<file path="src/rtl/sym_shifter_pipe.sv">
// Two-stage pipelined symbol shifter for packed symbol vectors.
// Stage 1 captures the request and its legality; stage 2 registers the
// shifted word, which drives out_data/out_shift_ok directly. Shift, fill-left
// and rotate-right are built from a log2 mux tree, one layer per shift bit.
module sym_shifter_pipe #(
  parameter int SYM_W     = 5,
  parameter int NUM_SYM   = 10,
  parameter int SHIFT_W   = 3,
  parameter int MAX_SHIFT = 4,
  parameter int CNT_W     = 16
) (
  input  logic                     clk,
  input  logic                     rst_n,
  input  logic                     in_valid,
  output logic                     in_ready,
  input  logic [SYM_W*NUM_SYM-1:0] in_data,
  input  logic [SHIFT_W-1:0]       in_shift,
  input  logic [1:0]               in_mode,
  input  logic [SYM_W-1:0]         in_fill,
  output logic                     out_valid,
  input  logic                     out_ready,
  output logic [SYM_W*NUM_SYM-1:0] out_data,
  output logic                     out_shift_ok,
  output logic [CNT_W-1:0]         err_cnt
);

  localparam int DATA_W = SYM_W * NUM_SYM;
  localparam logic [SHIFT_W-1:0] MAX_S = SHIFT_W'(MAX_SHIFT);

  typedef enum logic [1:0] {
    MODE_SHR = 2'b00,
    MODE_SHL = 2'b01,
    MODE_ROR = 2'b10,
    MODE_RSV = 2'b11
  } mode_e;

  // Stage-1 payload
  logic               s1_valid;
  logic [DATA_W-1:0]  s1_data;
  logic [SHIFT_W-1:0] s1_shift;
  mode_e              s1_mode;
  logic [SYM_W-1:0]   s1_fill;
  logic               s1_legal;

  logic              s2_valid;
  logic              s2_load;
  logic              in_fire;
  logic              in_legal;
  logic [DATA_W-1:0] cur;
  logic [DATA_W-1:0] nxt;
  logic [DATA_W-1:0] shifted;

  assign in_legal  = (in_shift <= MAX_S) && (in_mode != MODE_RSV);
  assign s2_load   = ~s2_valid | out_ready;
  assign in_ready  = ~s1_valid | s2_load;
  assign in_fire   = in_valid & in_ready;
  assign out_valid = s2_valid;

  // Log2 mux tree: layer b conditionally moves every symbol by 2**b places.
  // All source indices are reduced mod NUM_SYM so selects stay in range; the
  // fill decision is made separately from the unwrapped position.
  always_comb begin
    // NOTE: cur/nxt are assigned before any conditional use so no latch is inferred.
    cur = s1_data;
    nxt = s1_data;
    for (int b = 0; b < SHIFT_W; b++) begin
      nxt = cur;
      if (s1_shift[b]) begin
        for (int i = 0; i < NUM_SYM; i++) begin
          case (s1_mode)
            MODE_SHL:
              nxt[i*SYM_W +: SYM_W] = (i >= (1 << b))
                ? cur[((i + NUM_SYM - ((1 << b) % NUM_SYM)) % NUM_SYM)*SYM_W +: SYM_W]
                : s1_fill;
            MODE_ROR:
              nxt[i*SYM_W +: SYM_W] = cur[((i + (1 << b)) % NUM_SYM)*SYM_W +: SYM_W];
            default:
              nxt[i*SYM_W +: SYM_W] = (i + (1 << b) < NUM_SYM)
                ? cur[((i + (1 << b)) % NUM_SYM)*SYM_W +: SYM_W]
                : s1_fill;
          endcase
        end
      end
      cur = nxt;
    end
    shifted = s1_legal ? cur : {NUM_SYM{s1_fill}};
  end

  // Stage-1 payload capture whenever a new request is accepted.
  always_ff @(posedge clk) begin
    // NOTE: payload registers carry no reset; the valid flags alone qualify them.
    if (in_fire) begin
      s1_data  <= in_data;
      s1_shift <= in_shift;
      s1_mode  <= mode_e'(in_mode);
      s1_fill  <= in_fill;
      s1_legal <= in_legal;
    end
  end

  // Valid flags, output register and saturating reject counter.
  always_ff @(posedge clk) begin
    // NOTE: sequential state uses non-blocking assignments only.
    if (!rst_n) begin
      s1_valid     <= 1'b0;
      s2_valid     <= 1'b0;
      out_data     <= '0;
      out_shift_ok <= 1'b0;
      err_cnt      <= '0;
    end else begin
      if (in_ready) s1_valid <= in_valid;
      if (s2_load) begin
        s2_valid <= s1_valid;
        if (s1_valid) begin
          out_data     <= shifted;
          out_shift_ok <= s1_legal;
        end
      end
      if (in_fire && !in_legal && (err_cnt != {CNT_W{1'b1}}))
        err_cnt <= err_cnt + CNT_W'(1);
    end
  end

endmodule

</file>
<file path="config.mk">
export PLATFORM = sky130hd
export DESIGN_NAME = sym_shifter_pipe
export DESIGN_NICKNAME = d
export VERILOG_FILES = /design/src/rtl/sym_shifter_pipe.sv
export SDC_FILE = /design/constraint.sdc
export NUM_CORES = 1
export LEC_CHECK = 0
export BUFFER_PORTS_ARGS = -buffer_cell sky130_fd_sc_hd__buf_2
export CORE_MARGIN = 2
export CORE_UTILIZATION = 38
export CTS_BUF_LIST = sky130_fd_sc_hd__clkbuf_8
export CTS_CLUSTER_DIAMETER = 80
export DETAILED_ROUTE_END_ITERATION = 8
export HOLD_SLACK_MARGIN = 0.02
export PLACE_DENSITY = 0.7
export SYNTH_ARGS = -nofsm -noshare
export SYNTH_HDL_FRONTEND = slang
export SYNTH_SLANG_ARGS = --single-unit
</file>
<file path="constraint.sdc">
create_clock -name clk -period 4.32 [get_ports clk]
set_input_delay 0.648 -clock clk [delete_from_list [all_inputs] [get_ports clk]]
set_output_delay 0.648 -clock clk [all_outputs]
set_load 0.02 [all_outputs]
</file>
==> results of run 1 <==
-- placed cells by master (no fill, tap or decap), types with 12 or more instances in the layout --
cell,synthesis,routed
mux2_1,18,18
edfxtp_1,61,61
nand2b_1,23,23
o211ai_1,22,22
buf_4,8,17
buf_2,22,132
o21ai_1,14,14
mux2i_1,54,54
a31oi_1,12,12
o211a_1,12,12
o21ai_0,28,28
a21o_1,12,12
clkbuf_8,0,17
nor3_1,17,17
a211oi_1,37,37
mux2_2,16,16
nand2_1,87,87
mux4_2,17,17
nor2_1,97,96
nor2b_1,16,16
nand3_1,16,16
dfxtp_1,69,69
a21oi_1,76,75
-- layer usage --
metal	GRT usage, %	wire [µm]	vias to the layer above
li1	-	-	4050
met1	38.4	14300	4102
met2	34.9	12700	617
met3	6.45	3860	79
met4	7.81	835	0
met5	0	0	-
-- Yosys cell counts, drive strengths merged (13+ instances only) --
cell type and count:
a211oi 37, nor2 97, nand2b 23, buf 40
nand2 87, nand3 16, o21ai 42, o211a 13
nor2b 16, dfxtp 69, a21oi 76, o211ai 22
edfxtp 61, mux2 37, mux4 17, clkbuf 44
nor3 17, mux2i 54, inv 19
-- worst reg2reg max path: cells and delay by family, from the launching register on --
family / cells / cell delay [ns]
simple gates: 2 / 0.90
buf+inv: 3 / 0.62
compound gates: 2 / 0.57
flops: 1 / 0.43
fa+ha+maj: 1 / 0.41
-- logic make-up after synthesis --
| family | share of synthesized area, % |
|---|---|
| AOI/OAI and AO/OA | 27.5 |
| xor gates and xnor gates | 0.869 |
| adders and majority gates | 0.689 |
| buffers and inverters | 5.23 |
| DFF | 35.4 |
| muxes | 14.9 |
| and+or+nand+nor | 15.4 |
-- registers in the layout (all words and copies together), names as in the netlist --
register	count
out_shift_ok	1
out_data	50
s1_fill	5
s1_data	50
s1_valid	1
s1_shift	3
s1_legal	1
s1_mode	2
err_cnt	16
out_valid	1
-- through the flow --
stage          util [%]  power (µW)  cells
2_1_floorplan         -        2000   1004
3_3_place_gp       42.5        2260   1392
3_5_place_dp       42.5        2260   1392
4_1_cts            44.3        3410   1424
5_1_grt            44.3        3560   1424
6_report           44.3        3420   1424
-- worst max-delay path by stage --
stage                from      endpoint  slack (ns)  cells after the start
3_5_place_dp        rst_n  out_data[22]        1.39                      6
6_report       s1_mode[1]  out_data[47]        1.31                      8
4_1_cts        s1_mode[1]  out_data[38]        1.39                      8
2_1_floorplan   out_ready    s1_data[0]        1.31                      3
5_1_grt        s1_mode[1]  out_data[34]        1.17                      8
3_3_place_gp        rst_n  out_data[22]        1.41                      6
-- power breakdown --
| part | switching (µW) | internal (µW) | total (µW) |
|---|---|---|---|
| clock network | 614 | 543 | 1160 |
| logic | 501 | 301 | 802 |
| registers | 96.7 | 1370 | 1460 |
| total | 1210 | 2210 | 3420 |
-- cell type report --
type / instances / area [µm²] / share of cell area, %
clock buffer: 17 / 234 / 2.25
clock inverter: 15 / 188 / 1.81
multi-input combinational: 771 / 5420 / 52.1
timing repair buffer: 153 / 868 / 8.36
sequential: 130 / 3210 / 30.9
inverter: 19 / 71.3 / 0.686
tap: 319 / 399 / 3.84
==> summary.txt, run 1 <==
Status
  – Status: finished clean

STA
  – RSZ-0062 raised after global routing: false
  – Relative slew slack: about 34%
  – Tmin final: approximately 3 ns
  – Highest clock rate: 0.332 GHz
  – Post-route setup TNS: 0 ns
  – Fin Clk Skew: approximately 0.019 ns
  – Final slew viol count: 0
  – Fin worst setup slack: around 1.3 ns
  – Worst-Margin Slew: 0.989 ns
  – Period utilization: just under 70%
  – Setup violators final: 0
  – Hold Fails Final Rpt: 0
  – Fin Hold WS: approximately 0.34 ns

Clock network
  – Cts repair resizes: 0
  – CTS H-Tree Depth: 4
  – Clock tree root buffer cell: clkbuf_8
  – CTS buffer count: 17
  – # clock sinks: 130
  – Clk slew on worst S/H paths: roughly 0.10 ns
  – Clock Latency Late Sink: between 0.4 and 0.5 ns
  – Post-CTS Setup Inserts: 0
  – CTS tree: done
  – # hold bufs at CTS: 0
  – Clk buf depth: 2

Route
  – DRT Pass-1 Iters: 6
  – DRC: 0
  – Post-Route WL: between 30,000 and 40,000 µm
  – DRT iter0 DRCs: 1,537
  – Final ANT Viol Nets: 0
  – Drt wl/cell: roughly 22 µm
  – Routed via count: ~8,800
  – Vias/cell: 6.21

Finish
  – Share of cells above drive strength 1: between 20% and 30%
  – FILL cells: 2,324
  – Post-route cell area: 10,400 µm²
  – Diodes inserted: 0
  – Final layout net count: between 1,000 and 1,500
  – Area delta synth->final: 14.5%

Synthesis
  – Async set-reset flop share out of synthesis: 0%
  – #FFs+latches synth: 130
  – Ys flop type: dfxtp_1
  – Yosys warns: 0
  – Unique cell type count in the Yosys netlist: 76
  – Post-synth EDFFs: 61
  – Post-synthesis cell count: approximately 1,000
  – Synthesized area per cell: around 9 µm²
  – Post-Synthesis Net Count: about 1,100
  – Top-area cell type share of the netlist area: just over 20%
  – Synthesized area: around 9100 µm²
  – Synth top area cells: edfxtp_1 20%, dfxtp_1 15%, mux2i_1 6.0%
  – Sequential fraction of the synthesis area: a little over a third
  – Post-synth top area cell: edfxtp_1

Worst setup path
  – Worst path required time: ~4.7 ns
  – CP delay by family, top: simple AND/OR/NAND/NOR gates
  – CP Buf/Inv Count: 3
  – Worst path cell trace: inv_1, ha_2, buf_4, inv_2, nor2_1, o21ai_0, and4_1, a311oi_1
  – Crit end category: register
  – Reg2Reg Depth: 8
  – Source of the worst register-to-register timing path: s1_mode[1]
  – Crit start category: register
  – Worst-path fanout max: 23
  – CP Data Arrival Time: approximately 3.4 ns
  – Slowest Stage Delay on Critical Path: 0.63 ns
  – RR Endpoint: out_data[47]
  – Crit Path Category: reg -> reg
  – R2r setup slk: ~1.3 ns
  – Slowest-stage cell, CP: nor2_1

Power and ir drop
  – Leak: around 0.0041 µW
  – Pwr per Cell Area: 330 nW/µm²
  – Peak VDD IR: ~0.14 mV

Placed design
  – Dpl ws: 1.39 ns
  – PortBufs: 132
  – Dpl hpwl: ~23,000 µm
  – Placed Area: 9970 µm²
  – Global placement routability congestion: between 0.9 and 1

Global route
  – Antenna violations before repair: 0
  – All-Layer GR Usage: about 25%
  – Vias in the first global route: 8,039
  – Overflow after GRT: 0
  – First-pass GRT wire length: between 40,000 and 50,000 µm
  – Largest net degree at the start of global routing: 98

Worst hold path
  – Worst Hold End: s1_data[8]
  – Hold path start: in_data[8]
  – Cells on Worst Hold Path: 1
  – Worst Hold Class: in -> reg

Flow run
  – Max-Cap Viols: 0

Floorplanning
  – Die Height: between 150 and 200 µm
  – Row count: between 50 and 60
  – Io pins: about 130
  – Die width: 159 µm
  – Core ar.: between 20,000 and 25,000 µm²
  – DIE AREA: approximately 25,000 µm²
  – Initial core utilization: about 39%
No activity file was read; power rests on OpenSTA's default activity.
==> run 2, diff against run 1 <==
--- a/config.mk
+++ b/config.mk
@@ -12,7 +12,7 @@
 export CTS_CLUSTER_DIAMETER = 80
 export DETAILED_ROUTE_END_ITERATION = 8
 export HOLD_SLACK_MARGIN = 0.02
-export PLACE_DENSITY = 0.7
+export PLACE_DENSITY = 0.68
 export SYNTH_ARGS = -nofsm -noshare
 export SYNTH_HDL_FRONTEND = slang
 export SYNTH_SLANG_ARGS = --single-unit
==> constraint.sdc (replaced) <==
create_clock -name clk -period 3.15 [get_ports clk]
set_input_delay 0.4725 -clock clk [delete_from_list [all_inputs] [get_ports clk]]
set_output_delay 0.4725 -clock clk [all_outputs]
set_load 0.02 [all_outputs]
==> run 2 against run 1 <==
Cell area grew 2.0%. Wire length grew 2.7%. Worst hold slack got worse by 0.17 ns. Register-to-register slack lost 0.96 ns. Core utilization rose by 0.89 points. Largest power group unchanged. Maximum frequency is 7.6% higher. Critical endpoint is now out_data[34]. Critical path depth is 1 lower. Via count rose by 1.4%. Clock-buffer cell count unchanged. Global-route usage is 0.46 points higher.
==> summary.txt, run 2 (synthesis results as in run 1) <==
Worst setup path
  – Worst path cell trace: inv_1, ha_2, mux2_1, mux4_2, mux2i_1, o221a_1, nor4_1 (was inv_1, ha_2, buf_4, inv_2, nor2_1, o21ai_0, and4_1, a311oi_1)
  – Crit start category: register (unchanged)
  – Source of the worst register-to-register timing path: s1_mode[1] (unchanged)
  – Worst-path fanout max: 24 (was 23)
  – CP Data Arrival Time: 3.15 ns (was 3.41 ns)
  – Slowest Stage Delay on Critical Path: 0.60 ns (was 0.63 ns)
  – R2r setup slk: 0.35 ns (was 1.31 ns)
  – Reg2Reg Depth: 7 (was 8)
  – RR Endpoint: out_data[34] (was out_data[47])
  – Slowest-stage cell, CP: ha_2 (was nor2_1)
  – Crit Path Category: reg -> reg (unchanged)
  – Worst path required time: 3.50 ns (was 4.72 ns)
  – Crit end category: register (unchanged)

Power and ir drop
  – Clock power share: 34.5% (was 33.8%)
  – Sw Ratio: 33.5% (was 35.4%)
  – Total internal power: 3180 µW (was 2210 µW)
  – Leak: 0.00422 µW (was 0.00409 µW)
  – Peak VDD IR: 0.222 mV (was 0.143 mV)
  – Switching power: 1610 µW (was 1210 µW)
  – Logic pwr share: 23.7% (was 23.4%)
  – Sequential group share of total power: 41.8% (was 42.8%)
  – Pwr per Cell Area: 452 nW/µm² (was 330 nW/µm²)

Clock network
  – CTS tree: done (unchanged)
  – Post-CTS Setup Inserts: 0 (unchanged)
  – Clock Latency Late Sink: 0.47 ns (was 0.48 ns)
  – CTS buffer count: 17 (unchanged)
  – Clock tree root buffer cell: clkbuf_8 (unchanged)
  – # hold bufs at CTS: 0 (unchanged)
  – Clk buf depth: 2 (unchanged)
  – Clk slew on worst S/H paths: 0.10 ns (about the same)
  – Cts repair resizes: 0 (unchanged)
  – # clock sinks: 130 (unchanged)
  – CTS H-Tree Depth: 4 (unchanged)

Finish
  – Area of the multi-input gates: 5420 µm² (about the same)
  – Most frequent cells in the layout: 132 x buf_2, 96 x nor2_1, 87 x nand2_1 (unchanged)
  – Fin cells: 1,450 (was 1,424)
  – FILL cells: 2,310 (was 2,324)
  – Reg area: 3210 µm² (unchanged)
  – Biggest regs: out_data x50, s1_data x50, err_cnt x16 (unchanged)
  – Area delta synth->final: 16.8% (was 14.5%)
  – Share of cells above drive strength 1: 23.3% (was 21.4%)
  – Most common cell after layout, fill and taps aside: buf_2 (unchanged)
  – Final layout net count: 1,187 (was 1,161)
  – Diodes inserted: 0 (unchanged)
  – Util after Layout: 45.2% (was 44.3%)

Route
  – Routed via count: 8,976 (was 8,848)
  – Wire length on met3: 3510 µm (was 3860 µm)
  – M1 WL: 14,700 µm (was 14,300 µm)
  – DRT Pass-1 Iters: 6 (unchanged)
  – DRC: 0 (unchanged)
  – Vias/cell: 6.19 (was 6.21)
  – Top sig layer: met4 (unchanged)
  – Post-Route WL: 32,500 µm (was 31,700 µm)
  – Met2 WL: 13,100 µm (was 12,700 µm)
  – Final ANT Viol Nets: 0 (unchanged)
  – Drt wl/cell: 22.4 µm (was 22.2 µm)
  – DRT iter0 DRCs: 1,289 (was 1,537)

Global route
  – Overflow after GRT: 0 (unchanged)
  – Antenna violations before repair: 0 (unchanged)
  – All-Layer GR Usage: 25.8% (was 25.4%)
  – Largest net degree at the start of global routing: 98 (unchanged)
  – First-pass GRT wire length: 49,400 µm (was 48,500 µm)
  – Vias in the first global route: 8,265 (was 8,039)

Placed design
  – Dpl cells: 1,418 (was 1,392)
  – Global placement routability congestion: 1.02 (was 0.968)
  – Dpl hpwl: 24,000 µm (was 22,700 µm)
  – PortBufs: 132 (unchanged)
  – Dpl ws: 0.268 ns (was 1.39 ns)

Floorplanning
  – Initial core utilization: 38.7% (unchanged)
  – Die width: 159 µm (unchanged)
  – Row count: 56 (unchanged)
  – DIE AREA: 25,100 µm² (unchanged)
  – Io pins: 133 (unchanged)
  – Core ar.: 23,500 µm² (unchanged)
  – Die Height: 159 µm (unchanged)

STA
  – Fin Clk Skew: 0.0175 ns (was 0.0193 ns)
  – Relative slew slack: 28.7% (was 34.1%)
  – Hold Fails Final Rpt: 0 (unchanged)
  – Period utilization: 88.7% (was 69.6%)
  – Fin worst setup slack: 0.355 ns (was 1.31 ns)
  – Final slew viol count: 0 (unchanged)
  – Fin Hold WS: 0.172 ns (was 0.338 ns)
  – Tmin final: 2.80 ns (was 3.01 ns)
  – Setup violators final: 0 (unchanged)
  – Worst-Margin Slew: 1.06 ns (was 0.989 ns)
  – Post-route setup TNS: 0 ns (unchanged)
  – RSZ-0062 raised after global routing: false (unchanged)
  – Highest clock rate: 0.358 GHz (was 0.332 GHz)

Worst hold path
  – Cells on Worst Hold Path: 1 (unchanged)
  – Worst Hold End: s1_data[38] (was s1_data[8])
  – Worst Hold Class: in -> reg (unchanged)
  – Hold path start: in_data[38] (was in_data[8])

Status
  – Status: finished clean (unchanged)

Flow run
  – Max-Cap Viols: 0 (unchanged)
run 2: power by group through the flow:
stage,registers [µW],clock network [µW],logic (µW)
6_report,2000,1650,1140
5_1_grt,2010,1750,1210
4_1_cts,2000,1690,1100
3_5_place_dp,2030,0,1100
3_3_place_gp,2030,0,1100
2_1_floorplan,2040,0,699
run 2: final cells by class:
cell class	instances	share of cell area [%]
multi-input combinational	771	51.2
clock inverter	15	1.96
tap	319	3.77
sequential	130	30.3
inverter	19	0.673
clock buffer	17	2.21
timing repair buffer	179	9.92
run 2: how the worst max path moves through the flow:
stage                    start            to  cells after the start
global route        s1_mode[1]  out_data[49]                      8
detailed placement  s1_mode[1]  out_data[49]                      8
finish              s1_mode[1]  out_data[34]                      7
global placement    s1_mode[1]  out_data[49]                      8
floorplan            out_valid    s1_data[0]                      3
CTS                 s1_mode[1]  out_data[49]                      8
run 2: worst max-delay path: cells and delay by family (launching register included):
kind	cells	cell delay (ns)
AND/OR/NAND/NOR	1	0.05
multiplexers	3	1.22
flip-flops	1	0.42
buffers and inverters	1	0.14
adder cells (fa/ha/maj)	1	0.60
AO/OA/AOI/OAI	1	0.26
run 2: layer usage:
layer | up-vias | GRT usage, %
met4 | 0 | 9.82
met1 | 4196 | 38.1
li1 | 4114 | -
met5 | - | 0
met3 | 85 | 6.40
met2 | 581 | 36.0
run 2: metrics by stage:
stage	total power, µW	area [µm²]
2_1_floorplan	2740	9080
3_3_place_gp	3130	10200
3_5_place_dp	3130	10200
4_1_cts	4790	10600
5_1_grt	4980	10600
6_report	4790	10600
==> run 3, diff against run 2 <==
==> constraint.sdc (replaced) <==
create_clock -name clk -period 3.4 [get_ports clk]
set_input_delay 0.51 -clock clk [delete_from_list [all_inputs] [get_ports clk]]
set_output_delay 0.51 -clock clk [all_outputs]
set_load 0.02 [all_outputs]
==> run 3 against run 2 <==
Sequential power decreased by 7%. Via count is 0.20% higher. Cell count decreased by 0.55%. Flip-flop and latch count unchanged. Combinational power decreased by 9%. Cell area is 1.0% lower. Highest routed layer unchanged. Global-route usage fell by 0.31 points. Clock skew decreased by 0.0034 ns. Critical path depth rose by 1. Core utilization decreased by 0.46 points. Non-clock buffer count is 8 lower. First-iteration DRC count up 8.8%.
==> summary.txt, run 3 (synthesis results as in run 1) <==
Route
  – DRT iter0 DRCs: 1,403 (was 1,289)
  – Vias/cell: 6.24 (was 6.19)
  – Routed via count: 8,994 (was 8,976)
  – Drt wl/cell: 22.3 µm (was 22.4 µm)
  – Post-Route WL: 32,200 µm (was 32,500 µm)
  – DRT Pass-1 Iters: 6 (unchanged)
  – DRC: 0 (unchanged)
  – Final ANT Viol Nets: 0 (unchanged)

Placed design
  – Dpl hpwl: 23,300 µm (was 24,000 µm)
  – PortBufs: 132 (unchanged)
  – Dpl cells: 1,410 (was 1,418)
  – Global placement routability congestion: 0.986 (was 1.02)
  – Dpl ws: 0.620 ns (was 0.268 ns)

STA
  – Final slew viol count: 0 (unchanged)
  – Setup violators final: 0 (unchanged)
  – Fin worst setup slack: 0.532 ns (was 0.355 ns)
  – Fin Hold WS: 0.197 ns (was 0.172 ns)
  – RSZ-0062 raised after global routing: false (unchanged)
  – Relative slew slack: 33.2% (was 28.7%)
  – Tmin final: 2.87 ns (was 2.80 ns)
  – Hold Fails Final Rpt: 0 (unchanged)
  – Highest clock rate: 0.349 GHz (was 0.358 GHz)
  – Fin Clk Skew: 0.0141 ns (was 0.0175 ns)
  – Period utilization: 84.3% (was 88.7%)
  – Worst-Margin Slew: 0.994 ns (was 1.06 ns)
  – Post-route setup TNS: 0 ns (unchanged)

Power and ir drop
  – Logic pwr share: 24.1% (was 23.7%)
  – Clock power share: 33.0% (was 34.5%)
  – Switching power: 1510 µW (was 1610 µW)
  – Sequential group share of total power: 42.9% (was 41.8%)
  – Sw Ratio: 35.0% (was 33.5%)
  – Leak: 0.00417 µW (was 0.00422 µW)
  – Pwr per Cell Area: 411 nW/µm² (was 452 nW/µm²)
  – Peak VDD IR: 0.185 mV (was 0.222 mV)
  – Total internal power: 2800 µW (was 3180 µW)

Global route
  – Antenna violations before repair: 0 (unchanged)
  – Vias in the first global route: 8,090 (was 8,265)
  – All-Layer GR Usage: 25.5% (was 25.8%)
  – Overflow after GRT: 0 (unchanged)
  – Largest net degree at the start of global routing: 98 (unchanged)
  – First-pass GRT wire length: 48,800 µm (was 49,400 µm)

Clock network
  – Clock tree root buffer cell: clkbuf_8 (unchanged)
  – Clk slew on worst S/H paths: 0.10 ns (about the same)
  – Cts repair resizes: 0 (unchanged)
  – Clock Latency Late Sink: 0.48 ns (was 0.47 ns)
  – CTS buffer count: 17 (unchanged)
  – # hold bufs at CTS: 0 (unchanged)
  – Clk buf depth: 2 (unchanged)
  – Post-CTS Setup Inserts: 0 (unchanged)
  – CTS tree: done (unchanged)
  – # clock sinks: 130 (unchanged)
  – CTS H-Tree Depth: 4 (unchanged)

Worst setup path
  – Slowest Stage Delay on Critical Path: 0.54 ns (was 0.60 ns)
  – Crit end category: register (unchanged)
  – CP Buf/Inv Count: 2 (was 1)
  – Worst path required time: 3.77 ns (was 3.50 ns)
  – Slowest-stage cell, CP: a311oi_1 (was ha_2)
  – CP delay by family, top: compound AO/OA/AOI/OAI gates (was multiplexers)
  – Crit Path Category: reg -> reg (unchanged)
  – Worst path cell trace: inv_1, ha_4, buf_4, mux2i_1, a21oi_1, a311oi_1, o221ai_1, a32o_1 (was inv_1, ha_2, mux2_1, mux4_2, mux2i_1, o221a_1, nor4_1)
  – Worst-path fanout max: 36 (was 24)
  – CP Data Arrival Time: 3.24 ns (was 3.15 ns)
  – Crit start category: register (unchanged)

Floorplanning
  – DIE AREA: 25,100 µm² (unchanged)
  – Core ar.: 23,500 µm² (unchanged)
  – Io pins: 133 (unchanged)
  – Die Height: 159 µm (unchanged)
  – Die width: 159 µm (unchanged)
  – Initial core utilization: 38.7% (unchanged)
  – Row count: 56 (unchanged)

Finish
  – Most common cell after layout, fill and taps aside: buf_2 (unchanged)
  – Share of cells above drive strength 1: 22.6% (was 23.3%)
  – Most frequent cells in the layout: 132 x buf_2, 96 x nor2_1, 87 x nand2_1 (unchanged)
  – Diodes inserted: 0 (unchanged)
  – Biggest regs: out_data x50, s1_data x50, err_cnt x16 (unchanged)
  – Area delta synth->final: 15.6% (was 16.8%)
  – Fin cells: 1,442 (was 1,450)
  – Util after Layout: 44.7% (was 45.2%)
  – Final layout net count: 1,179 (was 1,187)

Worst hold path
  – Worst Hold Class: in -> reg (unchanged)

Flow run
  – Max-Cap Viols: 0 (unchanged)

Status
  – Status: finished clean (unchanged)
run 3: cell count changes in the layout (fill, tap and decap cells not counted):
cell | previous run | this run
buf_4 | 44 | 36
inv_4 | 0 | 1
clkinvlp_4 | 1 | 0
clkinv_4 | 5 | 3
a311oi_2 | 1 | 0
a311oi_1 | 6 | 7
bufinv_16 | 4 | 2
inv_8 | 0 | 1
inv_6 | 3 | 6
run 3: power by group through the flow:
stage | registers [µW] | logic [µW] | clock network [µW]
after floorplan | 1890 | 648 | 0
after global placement | 1880 | 1010 | 0
after detailed placement | 1880 | 1000 | 0
after CTS | 1850 | 1010 | 1440
after global routing | 1860 | 1110 | 1510
final | 1850 | 1040 | 1420
run 3: area by class of cell:
class	instances	area, µm²
fill	2297	13000
tap	319	399
sequential	130	3210
clock buffer	17	234
clock inverter	15	166
timing repair buffer	171	991
inverter	19	71.3
multi-input combinational	771	5420
run 3: per-layer routing:
layer / share of wire, % / global-route usage (%)
met5: 0 / 0
met2: 41 / 35.9
met3: 11 / 6.26
met1: 45 / 37.6
met4: 3.2 / 9.27
run 3: final timing paths:
check / from / end / slack, ns / cells past startpoint
max reg2reg: s1_mode[1] / out_data[49] / 0.53 / 8
max: s1_mode[1] / out_data[49] / 0.53 / 8
min reg2reg: out_data[8] / out_data[8] / 0.47 / 2
min: in_data[43] / s1_data[43] / 0.20 / 1
run 3: stage by stage:
step	area, µm²	power, µW
after floorplan	9080	2540
after global placement	10100	2890
after detailed placement	10100	2890
after CTS	10500	4300
after global routing	10500	4480
final	10500	4310
